**config.mk**
```make
export PLATFORM = sky130hd
export DESIGN_NAME = decrypt_pipe_rotor
export DESIGN_NICKNAME = d
export VERILOG_FILES = /design/src/rtl/decrypt_pipe_rotor_pkg.sv /design/src/rtl/decrypt_pipe_rotor_odometer.sv /design/src/rtl/decrypt_pipe_rotor.sv
export SDC_FILE = /design/constraint.sdc
export NUM_CORES = 1
export LEC_CHECK = 0
export ABC_AREA = 1
export ABC_CLOCK_PERIOD_IN_PS = 12500
export BUFFER_PORTS_ARGS = -buffer_cell sky130_fd_sc_hd__buf_2
export CAP_MARGIN = 0
export CORE_MARGIN = 3
export CORE_UTILIZATION = 55
export DETAILED_ROUTE_END_ITERATION = 7
export PLACE_DENSITY = 0.86
export SLEW_MARGIN = 20
export SYNTH_ARGS = -nofsm -noshare
export SYNTH_HDL_FRONTEND = slang
export SYNTH_SLANG_ARGS = --single-unit
```
**constraint.sdc**
```tcl
create_clock -name clk -period 12.5 [get_ports clk]
set_clock_uncertainty 0.1 [all_clocks]
set_input_delay 2.5 -clock clk [delete_from_list [all_inputs] [get_ports clk]]
set_output_delay 2.5 -clock clk [all_outputs]
set_load 0.01 [all_outputs]
```
**src/rtl/decrypt_pipe_rotor_pkg.sv**
```systemverilog
// Shared constants and helpers for the rotor decryption stage.
// Stepping is controlled by the DECRYPT_ROTOR_STEP_EN macro (see rotor_odometer).
package decrypt_pkg;

  localparam logic [7:0] ALPHA_N       = 8'd26;
  localparam logic [7:0] ASCII_UPPER_A = 8'd65;
  localparam logic [7:0] ASCII_LOWER_A = 8'd97;
  localparam int         EXT_W         = 32;
  localparam logic [5:0] EXT_BASE      = 6'd6;

  typedef struct packed {
    logic [4:0] p;
    logic       hole;
  } ext_pos_t;

  // Nine conditional subtractions cover the full 0..255 input range.
  function automatic logic [4:0] mod26(input logic [7:0] v);
    logic [7:0] t;
    t = v;
    for (int k = 0; k < 9; k++) begin
      if (t >= ALPHA_N) t = t - ALPHA_N;
    end
    return t[4:0];
  endfunction

  // Bit position of the one-hot letter in the extended word, plus the
  // single unrepresentable (a=19, s=7) combination.
  function automatic ext_pos_t ext_pos(input logic [4:0] a, input logic [2:0] s);
    logic [5:0] sum;
    ext_pos_t   r;
    sum    = {1'b0, a} + {3'b000, s} + EXT_BASE;
    r.hole = (s == 3'd7) && (a == 5'd19);
    if (sum <= 6'd31) r.p = sum[4:0];
    else              r.p = sum[4:0] - 5'd26;
    return r;
  endfunction

endpackage

```
**src/rtl/decrypt_pipe_rotor_odometer.sv**
```systemverilog
// Three-rotor offset store with odometer stepping.
// Stepping exists only when DECRYPT_ROTOR_STEP_EN is defined; otherwise offsets are static.
module rotor_odometer
  import decrypt_pkg::*;
(
  input  logic       clk,
  input  logic       rst,
  input  logic       key_load,
  input  logic [7:0] k1,
  input  logic [7:0] k2,
  input  logic [7:0] k3,
  input  logic       step,
  input  logic [2:0] rot_freq,
  output logic [4:0] r1,
  output logic [4:0] r2,
  output logic [4:0] r3
);

`ifdef DECRYPT_ROTOR_STEP_EN
  logic [2:0] cnt;
  logic [2:0] cnt_inc;
  logic       fire;

  assign cnt_inc = cnt + 3'd1;
  // rot_freq of zero never fires, even when the 3-bit counter wraps to zero.
  assign fire    = (rot_freq != 3'd0) && (cnt_inc == rot_freq);

  always_ff @(posedge clk or negedge rst) begin
    if (!rst) begin
      cnt <= 3'd0;
      r1  <= 5'd0;
      r2  <= 5'd0;
      r3  <= 5'd0;
    end else if (key_load) begin
      cnt <= 3'd0;
      r1  <= mod26(k1);
      r2  <= mod26(k2);
      r3  <= mod26(k3);
    end else if (step) begin
      if (fire) begin
        cnt <= 3'd0;
        if (r1 == 5'd25) begin
          r1 <= 5'd0;
          if (r2 == 5'd25) begin
            r2 <= 5'd0;
            r3 <= (r3 == 5'd25) ? 5'd0 : r3 + 5'd1;
          end else begin
            r2 <= r2 + 5'd1;
          end
        end else begin
          r1 <= r1 + 5'd1;
        end
      end else begin
        cnt <= cnt_inc;
      end
    end
  end
`else
  logic unused_cfg;
  assign unused_cfg = ^{step, rot_freq};

  always_ff @(posedge clk or negedge rst) begin
    if (!rst) begin
      r1 <= 5'd0;
      r2 <= 5'd0;
      r3 <= 5'd0;
    end else if (key_load) begin
      r1 <= mod26(k1);
      r2 <= mod26(k2);
      r3 <= mod26(k3);
    end
  end
`endif

endmodule

```
**src/rtl/decrypt_pipe_rotor.sv**
```systemverilog
// Classifies ciphertext bytes, strips the rotor substitution and packs the pre-rotated
// one-hot word with its sideband. Stepping enabled by DECRYPT_ROTOR_STEP_EN.
module decrypt_pipe_rotor
  import decrypt_pkg::*;
(
  input  logic             clk,
  input  logic             rst,
  input  logic             en,
  input  logic [7:0]       din,
  input  logic             key_load,
  input  logic [7:0]       k1,
  input  logic [7:0]       k2,
  input  logic [7:0]       k3,
  input  logic [2:0]       rot_freq,
  input  logic             shift_en,
  input  logic [2:0]       shift_amt,
  input  logic             mode,
  output logic             en_out,
  output logic [EXT_W-1:0] extended_shift_out,
  output logic             is_alpha_upper_case,
  output logic             is_alpha_low_case,
  output logic             shift_en_out,
  output logic [2:0]       shift_amt_out,
  output logic             mode_out,
  output logic             hole_err
);

  logic [4:0]       r1, r2, r3;
  logic             upper, lower, letter_mode, accept, hole_hit;
  logic [7:0]       base, diff;
  logic [4:0]       a;
  ext_pos_t         pos;
  logic [EXT_W-1:0] ext_next;

  assign upper       = (din >= ASCII_UPPER_A) && (din <= ASCII_UPPER_A + 8'd25);
  assign lower       = (din >= ASCII_LOWER_A) && (din <= ASCII_LOWER_A + 8'd25);
  assign accept      = en && !key_load;
  assign letter_mode = mode && (upper || lower);
  assign base        = upper ? ASCII_UPPER_A : ASCII_LOWER_A;

  // 78 = 3*26 keeps the difference non-negative before the single mod-26 fold.
  assign diff = din - base + 8'd78 - {3'b000, r1} - {3'b000, r2} - {3'b000, r3};
  assign a    = mod26(diff);
  assign pos  = ext_pos(a, shift_amt);

  assign hole_hit = letter_mode && shift_en && pos.hole;

  always_comb begin
    ext_next = {24'b0, din};
    if (letter_mode) begin
      if (!shift_en)    ext_next = {24'b0, base + {3'b000, a}};
      else if (pos.hole) ext_next = {24'b0, base + 8'd19};
      else              ext_next = 32'd1 << pos.p;
    end
  end

  rotor_odometer u_odometer (
    .clk      (clk),
    .rst      (rst),
    .key_load (key_load),
    .k1       (k1),
    .k2       (k2),
    .k3       (k3),
    .step     (accept && letter_mode),
    .rot_freq (rot_freq),
    .r1       (r1),
    .r2       (r2),
    .r3       (r3)
  );

  // Dropped or idle cycles only lower en_out; the rest of the word holds.
  always_ff @(posedge clk or negedge rst) begin
    if (!rst) begin
      en_out              <= 1'b0;
      extended_shift_out  <= '0;
      is_alpha_upper_case <= 1'b0;
      is_alpha_low_case   <= 1'b0;
      shift_en_out        <= 1'b0;
      shift_amt_out       <= 3'd0;
      mode_out            <= 1'b0;
      hole_err            <= 1'b0;
    end else begin
      en_out <= accept;
      if (key_load) hole_err <= 1'b0;
      if (accept) begin
        extended_shift_out  <= ext_next;
        is_alpha_upper_case <= letter_mode && upper;
        is_alpha_low_case   <= letter_mode && lower;
        shift_en_out        <= shift_en && !hole_hit;
        shift_amt_out       <= shift_amt;
        mode_out            <= mode;
        if (hole_hit) hole_err <= 1'b1;
      end
    end
  end

endmodule

```
# After elaboration in Yosys (flattened, before gate mapping)
# Index checks and enable logic that the tools add are counted.
[word_totals]
register_bits = 56
[op_classes]
n_addsub = 46
order_cmp = 41
n_eq_ne = 2
shift = 1
muxes = 68
reduce_logical = 13
[ops]
columns = ["op", "count"]
rows = [
  ["8-bit two-way mux", 56],
  ["8-bit by 5-bit greater-or-equal comparator with 1-bit output (second input constant)", 36],
  ["8-bit by 5-bit subtractor with 8-bit output (second input constant)", 32],
  ["32-bit two-way mux", 3],
  ["1-bit by 5-bit left shift with 32-bit output (first input constant)", 1],
  ["5-bit two-way mux", 5],
  ["5-bit subtractor (second input constant)", 5],
  ["8-bit by 5-bit subtractor with 8-bit output", 3],
  ["8-bit by 7-bit greater-or-equal comparator with 1-bit output (second input constant)", 2],
  ["8-bit by 7-bit <= comparator with 1-bit output (second input constant)", 2],
  ["1-bit logical AND", 10],
  ["7-bit by 5-bit adder with 8-bit output", 1],
  ["7-bit by 5-bit adder with 8-bit output (second input constant)", 1],
  ["8-bit by 7-bit adder with 8-bit output (second input constant)", 1],
  ["8-bit by 7-bit subtractor with 8-bit output", 1],
  ["5-bit by 3-bit adder with 6-bit output", 1],
  ["6-bit by 3-bit adder with 6-bit output (second input constant)", 1],
  ["6-bit by 5-bit <= comparator with 1-bit output (second input constant)", 1],
  ["6-bit two-way mux", 1],
  ["5-bit == test (second input constant)", 1],
  ["3-bit == test (second input constant)", 1],
  ["1-bit two-way mux", 3],
  ["1-bit logical NOT", 2],
  ["1-bit logical OR", 1],
]

# Longest topological paths before layout
[logic_depth]
word_depth = 34
ltp_mapped = 79
mapped_depth_nobuf = 79

# Hierarchy
# From an unflattened synthesis, not the netlist that was laid out.
[unflattened]
hier_cells = 1596
hier_area_um2 = 10510.1
[modules_own_cells]
columns = ["module", "instances", "cells_per_inst", "area_each_um2", "seq_area_each_um2"]
rows = [
  ["rotor_odometer", 1, 882, 5536.6, 375.4],
  ["decrypt_pipe_rotor", 1, 714, 4973.5, 1026.0],
]

# Worst setup path after synthesis
# Ideal clock, no wire load.
[synth_path]
kind = "input to register"
start = "input din[1]"
end = "register extended_shift_out[16]"
setup_time_ns = 0.095
arrival_time_ns = 11.338
required_time_ns = 12.305
slack_ns = 0.966
path_stages = 66
n_path_buf = 1
path_cell_list = "fa_1 > inv_1 > fa_1 > fa_1 > inv_1 > ha_1 > fa_1 > inv_1 > a21oi_1 > nand2_1 > nand3_2 > nor2_4 > nand3_2 > nand2_1 > nand2_1 > nor2_2 > nand2_4 > nand2_1 > [... 30 more ...] > nand2_2 > nand2_2 > nand2_2 > nand2_1 > xor2_1 > inv_1 > ha_1 > inv_1 > ha_1 > fa_1 > inv_1 > ha_1 > xnor2_1 > inv_1 > o21ai_4 > inv_4 > buf_6 > o31ai_1"
[synth_via]
elab_chain_len = 34
[synth_rtl]
columns = ["element", "line_no", "source"]
rows = [
  ["from (decl)", "decrypt_pipe_rotor.sv:9", "input logic [7:0] din,"],
  ["8-bit by 7-bit greater-or-equal comparator with 1-bit output or 8-bit by 7-bit <= comparator with 1-bit output (tied branches)", "decrypt_pipe_rotor.sv:35", "assign upper = (din >= ASCII_UPPER_A) && (din <= ASCII_UPPER_A + 8'd25);"],
  ["1-bit logical AND", "decrypt_pipe_rotor.sv:35", ""],
  ["6-bit two-way mux", "decrypt_pipe_rotor.sv:39", "assign base = upper ? ASCII_UPPER_A : ASCII_LOWER_A;"],
  ["8-bit by 7-bit subtractor with 8-bit output", "decrypt_pipe_rotor.sv:42", "assign diff = din - base + 8'd78 - {3'b000, r1} - {3'b000, r2} - {3'b000, r3};"],
  ["8-bit by 7-bit adder with 8-bit output", "decrypt_pipe_rotor.sv:42", ""],
  ["8-bit by 5-bit subtractor with 8-bit output (3 in a row)", "decrypt_pipe_rotor.sv:42", ""],
  ["8-bit by 5-bit subtractor with 8-bit output or 8-bit by 5-bit greater-or-equal comparator with 1-bit output (tied branches)", "decrypt_pipe_rotor_pkg.sv:21", "if (t >= ALPHA_N) t = t - ALPHA_N;"],
  ["8-bit two-way mux", "decrypt_pipe_rotor_pkg.sv:21", ""],
  ["[... 16 more ...]", "n/a", ""],
  ["5-bit by 3-bit adder with 6-bit output", "decrypt_pipe_rotor_pkg.sv:31", "sum = {1'b0, a} + {3'b000, s} + EXT_BASE;"],
  ["6-bit by 3-bit adder with 6-bit output", "decrypt_pipe_rotor_pkg.sv:31", ""],
  ["5-bit subtractor or 6-bit by 5-bit <= comparator with 1-bit output (tied branches)", "decrypt_pipe_rotor_pkg.sv:34, decrypt_pipe_rotor_pkg.sv:33", ""],
  ["5-bit two-way mux", "decrypt_pipe_rotor_pkg.sv:33", "if (sum <= 6'd31) r.p = sum[4:0];"],
  ["1-bit by 5-bit left shift with 32-bit output", "decrypt_pipe_rotor.sv:53", "else ext_next = 32'd1 << pos.p;"],
  ["32-bit two-way mux", "decrypt_pipe_rotor.sv:52", "else if (pos.hole) ext_next = {24'b0, base + 8'd19};"],
  ["32-bit two-way mux", "decrypt_pipe_rotor.sv:51", "if (!shift_en) ext_next = {24'b0, base + {3'b000, a}};"],
  ["32-bit two-way mux (*)", "decrypt_pipe_rotor.sv:50", "if (letter_mode) begin"],
  ["to (signal assigned)", "decrypt_pipe_rotor.sv:86", "extended_shift_out <= ext_next;"],
  ["to (decl)", "decrypt_pipe_rotor.sv:19", "output logic [EXT_W-1:0] extended_shift_out,"],
]
# Mark *: on every way between the ends. The rest lies on a longest branch, timed or not.
# A chain may end at the register's enable or synchronous reset.

# Worst setup path after layout
[layout_path]
start = "input din[1]"
end = "register extended_shift_out[7]"
# The elaborated chain is that of the path after synthesis.

==> results.md <==
- TritonCTS clock tree: done
- Pre-CTS setup slack: -0.210 ns
- H-tree Lvls: 2
- Cell accounting for the most synthesized area: nand2_1
- Num CTS Buffers: 5
- Max Slew Vio Count: 0
- P&R area growth vs syn: 12.7%
- Number of vias per cell: between 5 and 6
- Post-synth top area share: between 15 and 20%
- CTS root buf: clkbuf_16
- Max cap viols: 0
- Design area: 12400 um2
- Synth Cell Area: roughly 11000 um2
- Largest family of logic cells by synthesized area: simple AND/OR/NAND/NOR gates
- Worst slew pin tran: slightly above 1 ns
- ANT cells: 0
- Startpoint class of the critical path: input pin
- Crit-path max FO: 7
- Port buffer count: 81
- Peak Freq: ~82 MHz
- Main flop type after synthesis: dfrtp_1
- Initial Util: around 56%
- Initial DRC Count: approximately 600
- Vias in the first global route: slightly above 10000
- Post-synth cell types: 56
- Ys Warns: 0
- Largest net degree at the start of global routing: between 50 and 60
- Die Y: roughly 150 um
- WP data arrival: about 12 ns
- Critical Path Slowest Stage Cell: fa_1
- Global-route wire length before repair: between 40 and 50 mm
- Fin worst setup slack: roughly 0.25 ns
- Syn_nets: between 1500 and 2000
- Compound-Gate Fraction of Synth Area: under 10%
- Setup crit end kind: flip-flop
- Count of TritonRoute iterations in the first routing pass: 5
- IO Pins: 85
- Status: finished clean
- Seq/Total Area, Yosys: about an eighth
- Overall Global Routing Usage: around 22%
- Area contributors post-synth: nand2_1 18%, dfrtp_1 13%, inv_1 9.3%
- Die W: 148 um
- Worst setup path class: input pin to flip-flop
- # fillers: around 1700
- Final min period: approximately 12 ns
- Async SR Flop Fraction: 100%
- Simple-gate area share of the yosys netlist: between 40% and 50%
- Worst hold path type: flip-flop to flip-flop
- DRC: 0
- CP max stage delay: roughly 0.54 ns
- Initial antenna violation count: 1
- Post-route ant nets: 0
- Fin util: a little under two thirds
- DR vias: 11224
- Die area: 21800 um2
- Syn avg cell area: between 6 and 7 um2
- Post-Synth Adder-Cell Area: 11.1%
- Deepest clock path buffer count: 2
- Final period utilization: 98.0%
- Final hold viol count: 0
- Cell Rows: approximately 50
- Core area: 19600 um2
- Final setup fails: 0
- WP data required: between 10 and 15 ns
- Dpl hpwl: between 15 and 20 mm
- Slew HR: 30.8%
- Setup TNS: 0 ns
- Clock-pin slew on the worst setup and hold paths: roughly 0.070 ns
- Post-synth top cells: 517 x nand2_1, 274 x inv_1, 128 x nand3_1, 84 x nand2_2, 78 x nor2_1
- Synth Area in XOR/XNOR: 8.03%
- Clock net sink count: 56
- Layout cells sized above 1: about a quarter
- Clk_lat worst skew: 0.29 ns
- Top-count cell post-synth: nand2_1
- Dpl cell area: about 12000 um2
- Remaining Overflow, GRT: 0
- Total Wirelength: between 20 and 30 mm
- GP Congestion: slightly below 0.9
- Post-Syn Instances: 1747
- Synth Register Bits: 56
- Mux contribution to synthesized area: 0%
- Nets: approximately 2000
- Drt wl/cell: 12.0 um
- Count of flip-flops with a built-in enable after synthesis: 0
final cells by class:
| type | count | area (um2) | area share (%) |
|---|---|---|---|
| multi-input combinational | 1353 | 8650 | 69.6 |
| sequential | 56 | 1400 | 11.3 |
| inverter | 326 | 1230 | 9.92 |
| timing repair buffer | 114 | 657 | 5.28 |
| tap | 265 | 332 | 2.67 |
| clock buffer | 5 | 125 | 1.01 |
| clock inverter | 3 | 27.5 | 0.221 |
| timing repair inverter | 1 | 5.00 | 0.0402 |
state kept, by name, summed over array words and instances, names as in the netlist, 3 cells and up:
name / cells
extended_shift_out: 32
shift_amt_out: 3
u_odometer.r1: 5
u_odometer.r2: 5
u_odometer.r3: 5
per-stage QoR:
step | hold slack [ns] | std cells
final | 0.382 | 2123
after global routing | 0.412 | 2123
after CTS | 0.382 | 2097
after detailed placement | 0.363 | 2089
after global placement | 0.360 | 2089
after floorplan | 0.349 | 1747
repair_timing:
item,4_1_cts,5_1_grt
resized for setup,0,88
hold buffers,0,0
endpoints found under the setup margin,0,32
setup buffers,0,25
final timing paths:
check	from	endpoint	slack, ns	depth (start not counted)
worst max-delay path	din[1]	extended_shift_out[7]	0.25	65
worst min-delay path	extended_shift_out[5]	extended_shift_out[5]	0.38	2
worst max register to register	u_odometer.r2[1]	extended_shift_out[7]	2.18	65
worst min register to register	extended_shift_out[5]	extended_shift_out[5]	0.38	2
max in group asynchronous	rst	u_odometer.r1[0]	9.61	2
min in group asynchronous	rst	is_alpha_upper_case	2.23	2
layout by cell type, fill, tap and decap left out, types with 5 or more instances in the layout:
cell type,Yosys,routed
nand2_1,517,498
inv_1,274,269
nand3_1,128,125
nand2_2,84,92
buf_2,2,81
ha_1,77,75
nor2_1,78,71
xor2_1,66,63
nand4_1,61,61
dfrtp_1,56,56
a21oi_1,53,51
inv_2,44,48
o21ai_1,34,34
buf_4,1,32
nor2_4,21,30
nand3_2,30,29
nor2_2,28,26
o21ai_0,30,26
nand2_4,14,25
nand3_4,19,23
nand3b_1,15,15
xor2_2,10,13
o21ai_2,7,11
xnor2_1,11,10
fa_1,13,10
o21bai_1,8,8
o211ai_1,7,7
o31ai_1,6,6
clkinv_1,7,6
clkbuf_16,0,5
metal layers:
layer / vias up / GRT usage (%) / part of all wire (%)
met4: 2 / 4.66 / 1.9
met3: 47 / 1.50 / 4.1
met1: 5163 / 27.9 / 44
li1: 5752 / - / -
met2: 260 / 39.8 / 50
met5: - / 0 / 0.028
critical path, delay by kind of cell:
family          cells  cell delay (ns)
simple gates       32             3.51
buf+inv            14             1.25
fa+ha+maj          10             3.37
compound gates      7             1.38
xor+xnor            2             0.33
cells by family (layout without fill, tap and decap cells):
kind of cell    Yosys count  in the layout
fa+ha+maj                90             90
buf+inv                 338            449
compound gates          165            165
xor+xnor                 90             90
simple gates           1008           1008
flops                    56             56
Power is left out: the tool's default activity adds up to more than one toggle a clock period on the data nets, which glitch-free logic cannot reach.
